`config.mk`:
```
export PLATFORM = sky130hd
export DESIGN_NAME = multiinputconditioner_flat
export DESIGN_NICKNAME = d
export VERILOG_FILES = /design/src/rtl/multiinputconditioner_pkg.sv /design/src/rtl/multiinputconditioner_if.sv /design/src/rtl/multiinputconditioner_conditionerchannel.sv /design/src/rtl/multiinputconditioner.sv /design/src/flat_wrapper.sv
export SDC_FILE = /design/constraint.sdc
export NUM_CORES = 1
export LEC_CHECK = 0
export ABC_CLOCK_PERIOD_IN_PS = 1880
export CAP_MARGIN = 20
export CORE_MARGIN = 5
export CORE_UTILIZATION = 51
export DETAILED_ROUTE_END_ITERATION = 8
export GPL_ROUTABILITY_DRIVEN = 0
export MAX_ROUTING_LAYER = met4
export PLACE_DENSITY = 0.78
export SETUP_SLACK_MARGIN = 0.05
export SYNTH_ARGS = -nofsm -noshare
export SYNTH_HDL_FRONTEND = slang
export SYNTH_SLANG_ARGS = --single-unit
```
`constraint.sdc`:
```
create_clock -name clk -period 1.88 [get_ports clk]
set_clock_uncertainty 0.2 [all_clocks]
set_input_delay 0.188 -clock clk [delete_from_list [all_inputs] [get_ports clk]]
set_output_delay 0.188 -clock clk [all_outputs]
set_load 0.02 [all_outputs]
```
`src/rtl/multiinputconditioner_pkg.sv`:
```
// Shared constants for the multi-channel input conditioner.
package multiinputconditioner_pkg;

  localparam int unsigned CHANNELS      = 4;
  localparam int unsigned SYNCSTAGES    = 2;
  localparam int unsigned COUNTERWIDTH  = 3;

  // Legal synchroniser depth range, checked at elaboration.
  localparam int unsigned MINSYNCSTAGES = 2;
  localparam int unsigned MAXSYNCSTAGES = 4;

endpackage : multiinputconditioner_pkg

```
`src/rtl/multiinputconditioner_if.sv`:
```
// Bus bundle for the conditioner: raw inputs, enables and threshold in,
// debounced levels and edge pulses out.
//   master: drives noisysignal/enable/waittime, observes results
//   slave : the conditioner itself
interface multiinputconditioner_if
  import multiinputconditioner_pkg::*;
#(
  parameter int unsigned channels     = CHANNELS,
  parameter int unsigned counterwidth = COUNTERWIDTH
);

  logic [channels-1:0]     noisysignal;
  logic [channels-1:0]     enable;
  logic [counterwidth-1:0] waittime;
  logic [channels-1:0]     conditioned;
  logic [channels-1:0]     positiveedge;
  logic [channels-1:0]     negativeedge;
  logic                    anyedge;

  modport master (
    output noisysignal, enable, waittime,
    input  conditioned, positiveedge, negativeedge, anyedge
  );

  modport slave (
    input  noisysignal, enable, waittime,
    output conditioned, positiveedge, negativeedge, anyedge
  );

endinterface : multiinputconditioner_if

```
`src/rtl/multiinputconditioner_conditionerchannel.sv`:
```
// One input line: synchroniser chain, debounce counter and registered
// edge pulses.
//   clk, reset   : clock, synchronous active-high reset
//   noisy        : raw asynchronous input
//   enable       : debounce enable (synchroniser runs regardless)
//   waittime     : debounce threshold
//   conditioned  : debounced level
//   positiveedge : 1-cycle pulse on conditioned 0->1
//   negativeedge : 1-cycle pulse on conditioned 1->0
module conditionerchannel
  import multiinputconditioner_pkg::*;
#(
  parameter int unsigned syncstages   = SYNCSTAGES,
  parameter int unsigned counterwidth = COUNTERWIDTH,
  parameter logic        resetbit     = 1'b0
) (
  input  logic                    clk,
  input  logic                    reset,
  input  logic                    noisy,
  input  logic                    enable,
  input  logic [counterwidth-1:0] waittime,
  output logic                    conditioned,
  output logic                    positiveedge,
  output logic                    negativeedge
);

  if (syncstages < MINSYNCSTAGES || syncstages > MAXSYNCSTAGES) begin : g_bad_syncstages
    $error("conditionerchannel: syncstages out of legal range");
  end

  logic [syncstages-1:0]   stages;
  logic [counterwidth-1:0] counter;
  logic                    synced;

  assign synced = stages[syncstages-1];

  // Synchroniser, debounce counter and edge pulses; the >= compare fires
  // before the counter can wrap, and a lowered waittime applies at once.
  always_ff @(posedge clk) begin
    if (reset) begin
      stages       <= {syncstages{resetbit}};
      conditioned  <= resetbit;
      counter      <= '0;
      positiveedge <= 1'b0;
      negativeedge <= 1'b0;
    end else begin
      stages       <= {stages[syncstages-2:0], noisy};
      positiveedge <= 1'b0;
      negativeedge <= 1'b0;
      if (!enable || (synced == conditioned)) begin
        counter <= '0;
      end else if (counter >= waittime) begin
        counter      <= '0;
        conditioned  <= synced;
        positiveedge <= synced;
        negativeedge <= ~synced;
      end else begin
        counter <= counter + counterwidth'(1);
      end
    end
  end

endmodule : conditionerchannel

```
`src/rtl/multiinputconditioner.sv`:
```
// Multi-channel input conditioner: independent synchronise/debounce per
// line with a shared runtime debounce threshold.
//   clk, reset : clock, synchronous active-high reset
//   bus        : slave side of multiinputconditioner_if
//                (noisysignal, enable, waittime in;
//                 conditioned, positiveedge, negativeedge, anyedge out)
module multiinputconditioner
  import multiinputconditioner_pkg::*;
#(
  parameter int unsigned         channels     = CHANNELS,
  parameter int unsigned         syncstages   = SYNCSTAGES,
  parameter int unsigned         counterwidth = COUNTERWIDTH,
  parameter logic [channels-1:0] resetvalue   = '0
) (
  input  logic                     clk,
  input  logic                     reset,
  multiinputconditioner_if.slave   bus
);

  logic [channels-1:0] cond;
  logic [channels-1:0] pos;
  logic [channels-1:0] neg;

  // One conditioner per line, each with its own reset level.
  for (genvar i = 0; i < channels; i++) begin : g_chan
    conditionerchannel #(
      .syncstages   (syncstages),
      .counterwidth (counterwidth),
      .resetbit     (resetvalue[i])
    ) u_chan (
      .clk          (clk),
      .reset        (reset),
      .noisy        (bus.noisysignal[i]),
      .enable       (bus.enable[i]),
      .waittime     (bus.waittime),
      .conditioned  (cond[i]),
      .positiveedge (pos[i]),
      .negativeedge (neg[i])
    );
  end

  assign bus.conditioned  = cond;
  assign bus.positiveedge = pos;
  assign bus.negativeedge = neg;

  // Combinational OR of the registered pulses, same cycle as the pulses.
  assign bus.anyedge = |{pos, neg};

endmodule : multiinputconditioner

```
`src/flat_wrapper.sv`:
```
// flat-port wrapper written by rule: the top's interface ports become plain ports
module multiinputconditioner_flat import multiinputconditioner_pkg::*;
#(
  parameter int unsigned         channels     = CHANNELS,
  parameter int unsigned         syncstages   = SYNCSTAGES,
  parameter int unsigned         counterwidth = COUNTERWIDTH,
  parameter logic [channels-1:0] resetvalue   = '0
)
  (clk, reset, bus_noisysignal, bus_enable, bus_waittime, bus_conditioned, bus_positiveedge, bus_negativeedge, bus_anyedge);
  multiinputconditioner_if #(.channels(channels), .counterwidth(counterwidth)) bus_i ();
  input  logic clk;
  input  logic reset;
  input wire logic [$bits(bus_i.noisysignal)-1:0] bus_noisysignal;
  input wire logic [$bits(bus_i.enable)-1:0] bus_enable;
  input wire logic [$bits(bus_i.waittime)-1:0] bus_waittime;
  output wire logic [$bits(bus_i.conditioned)-1:0] bus_conditioned;
  output wire logic [$bits(bus_i.positiveedge)-1:0] bus_positiveedge;
  output wire logic [$bits(bus_i.negativeedge)-1:0] bus_negativeedge;
  output wire logic [$bits(bus_i.anyedge)-1:0] bus_anyedge;
  assign bus_i.noisysignal = bus_noisysignal;
  assign bus_i.enable = bus_enable;
  assign bus_i.waittime = bus_waittime;
  assign bus_conditioned = bus_i.conditioned;
  assign bus_positiveedge = bus_i.positiveedge;
  assign bus_negativeedge = bus_i.negativeedge;
  assign bus_anyedge = bus_i.anyedge;
  multiinputconditioner #(.channels(channels), .syncstages(syncstages), .counterwidth(counterwidth), .resetvalue(resetvalue)) u_core (.clk(clk), .reset(reset), .bus(bus_i));
endmodule
```
==> results.py <==
metrics = {
    "outcome": {
        "status": "completed",
    },
    "yosys": {
        "synthArstFlopShare_pct": 0,
        "syn_nets": 180,
        "syn_area_sq_mm": 0.00148,
        "synth_edf_count": 0,
        "ys_ff_latch": 32,
        "syn_inst": 151,
        "ys_warn_count": 0,
        "synth.distinct_cells": 21,
        "synthFlopType": "dfxtp_1",
        "ys_seq_area_share_pct": 43.2,
        "avgSynthCellArea_sq_um": 9.82,
    },
    "min_path": {
        "hold_class": "reg2reg",
        "whs_path_depth": 1,
    },
    "drt": {
        "drtPass1Iterations": 4,
        "ant_nets": 0,
        "route.detailed.drc": 0,
        "post_drt_wl_per_cell_um": 12.2,
        "via_count": 1019,
        "viasPerCell": 5.02,
        "finalWirelength_um": 2490,
        "drt_iter0_drc": 5,
    },
    "finish": {
        "final_util_pct": 63.0,
        "fin_area_sq_mm": 0.00175,
        "antennaDiodeCount": 0,
        "layout_commonest_cell": "dfxtp_1",
        "finalNetCount": 200,
        "final_cell_mix": "dfxtp_1, clkdlybuf4s50_1, nor2_1, ha_1, nand2_1",
        "drive_gt1_share_pct": 18.0,
        "syn2layout_area_growth_pct": 18.2,
    },
    "timing": {
        "setup_viol": 0,
        "slew_headroom_pct": 84.8,
        "max_freq_mhz": 583,
        "finalCritPeriodShare_pct": 91.2,
        "post-route-min-period_ns": 1.72,
        "whs_ns": 0.253,
        "finalHoldViolCount": 0,
        "tightest_slew_ns": 0.226,
        "tns_ns": 0,
        "drv_slew": 0,
        "rsz0062_at_grt": "no",
    },
    "job": {
        "max-cap-violations": 0,
    },
    "clock_network": {
        "cts_buffers": 5,
        "clockBufferDepth": 2,
        "cts_sinks": 32,
        "cts_tree": "done",
        "cts_root_buffer": "clkbuf_4",
        "hold_buffers": 0,
        "post_cts_buffers": 0,
        "clk_latency_ns": 0.33,
        "path_clk_slew_ns": 0.10,
        "ctsResizeCount": 1,
        "htreeDepth": 2,
    },
    "global_route": {
        "grt_pass1_vias": 1042,
        "antenna_found_initial": 0,
        "grt_pass1_wl_um": 4270,
        "grt_max_degree": 13,
        "grt_overflow": 0,
        "grt_use_total_pct": 13.8,
    },
    "floorplan": {
        "die_x_um": 63.9,
        "die-height_um": 63.9,
        "initial_core_util_pct": 53.3,
        "num_rows": 19,
        "coreArea_sq_mm": 0.00278,
        "io-pin-count": 26,
        "dieArea_sq_mm": 0.00409,
    },
    "worst_setup_path": {
        "slowest_stage": "clkdlybuf4s50_1",
        "arrival_ns": 1.33,
        "cp.required_ns": 1.49,
        "crit_chain": "clkdlybuf4s50_1",
        "reg2reg_depth": 6,
        "cp_top_family": "buffers and inverters",
        "worst-path-buf-inv": 1,
        "cp.depth": 1,
        "crit_path_max_incr_delay_ns": 0.62,
        "path_class": "reg2out",
        "startpoint_type": "flop",
        "cp_max_fo": 3,
        "end_kind": "primary output",
    },
    "placement": {
        "place.port_buffers": 25,
        "dp_hpwl_um": 2020,
        "placed_area_sq_mm": 0.00168,
    },
    "power": {
        "ir_drop_mv": 0.699,
        "powerDensity_mw_per_mm2": 740,
        "power_leakage_nw": 0.816,
    },
}
final timing paths:
kind                                                           from                                   to  slack (ns)
worst max register to register   u_core.g_chan[2].u_chan.counter[0]  u_core.g_chan[2].u_chan.conditioned        0.28
worst max-delay path            u_core.g_chan[2].u_chan.conditioned                   bus_conditioned[2]        0.16
worst min register to register   u_core.g_chan[1].u_chan.counter[0]   u_core.g_chan[1].u_chan.counter[0]        0.25
worst min-delay path             u_core.g_chan[1].u_chan.counter[0]   u_core.g_chan[1].u_chan.counter[0]        0.25
where the power goes:
part | switching, mW | internal (mW)
Combinational | 0.0422 | 0.0529
Sequential | 0.00665 | 0.688
Clock | 0.228 | 0.279
final cells by class:
type | count | area (sq um)
flip-flops and latches | 32 | 641
clock buffers | 6 | 41.3
inverters | 11 | 41.3
multi-input cells | 95 | 699
fillers | 224 | 1030
well taps | 31 | 38.8
clock inverters | 2 | 35.0
repair buffers | 26 | 256
per-stage QoR:
| step | total power [mW] | setup slack (ns) | cells |
|---|---|---|---|
| 6_report | 1.30 | 0.165 | 203 |
| 4_1_cts | 1.31 | 0.134 | 203 |
| 3_5_place_dp | 0.807 | -0.0520 | 195 |
| 2_1_floorplan | 0.764 | 0.426 | 151 |
| 5_1_grt | 1.35 | 0.0806 | 203 |
| 3_3_place_gp | 0.802 | -0.0367 | 195 |
logic make-up (layout without fill, tap and decap cells):
logic type	count (synthesis)	in the layout	synth area share [%]
simple gates	55	55	20.8
flops	32	32	43.2
buf+inv	24	45	9.62
fa+ha+maj	16	16	13.5
compound gates	16	16	8.10
xor+xnor	8	8	4.73
cell usage after synthesis, types with 4 or more instances:
cell type	count	area, sq um
a21oi_1	8	40.0
buf_4	12	90.1
and2b_2	8	70.1
nor2_1	16	60.1
a41o_2	4	45.0
nand2_1	13	48.8
dfxtp_1	32	641
xnor2_1	4	35.0
ha_1	16	200
nor2b_1	4	25.0
o21ai_2	4	35.0
inv_1	10	37.5
xor2_1	4	35.0
and3_1	4	25.0
flip-flops by register name (all words and copies together) (netlist names):
register                           cells
u_core.g_chan.u_chan.positiveedge      4
u_core.g_chan.u_chan.stages            8
u_core.g_chan.u_chan.counter          12
u_core.g_chan.u_chan.negativeedge      4
u_core.g_chan.u_chan.conditioned       4
per-layer routing:
layer,vias up,share of wire [%],track usage [%]
met3,6,5.6,5.60
met5,-,0,-
met4,0,1.8,5.97
met1,465,40,12.8
met2,24,52,24.6
li1,524,-,-
(Power assumes the default switching activity.)
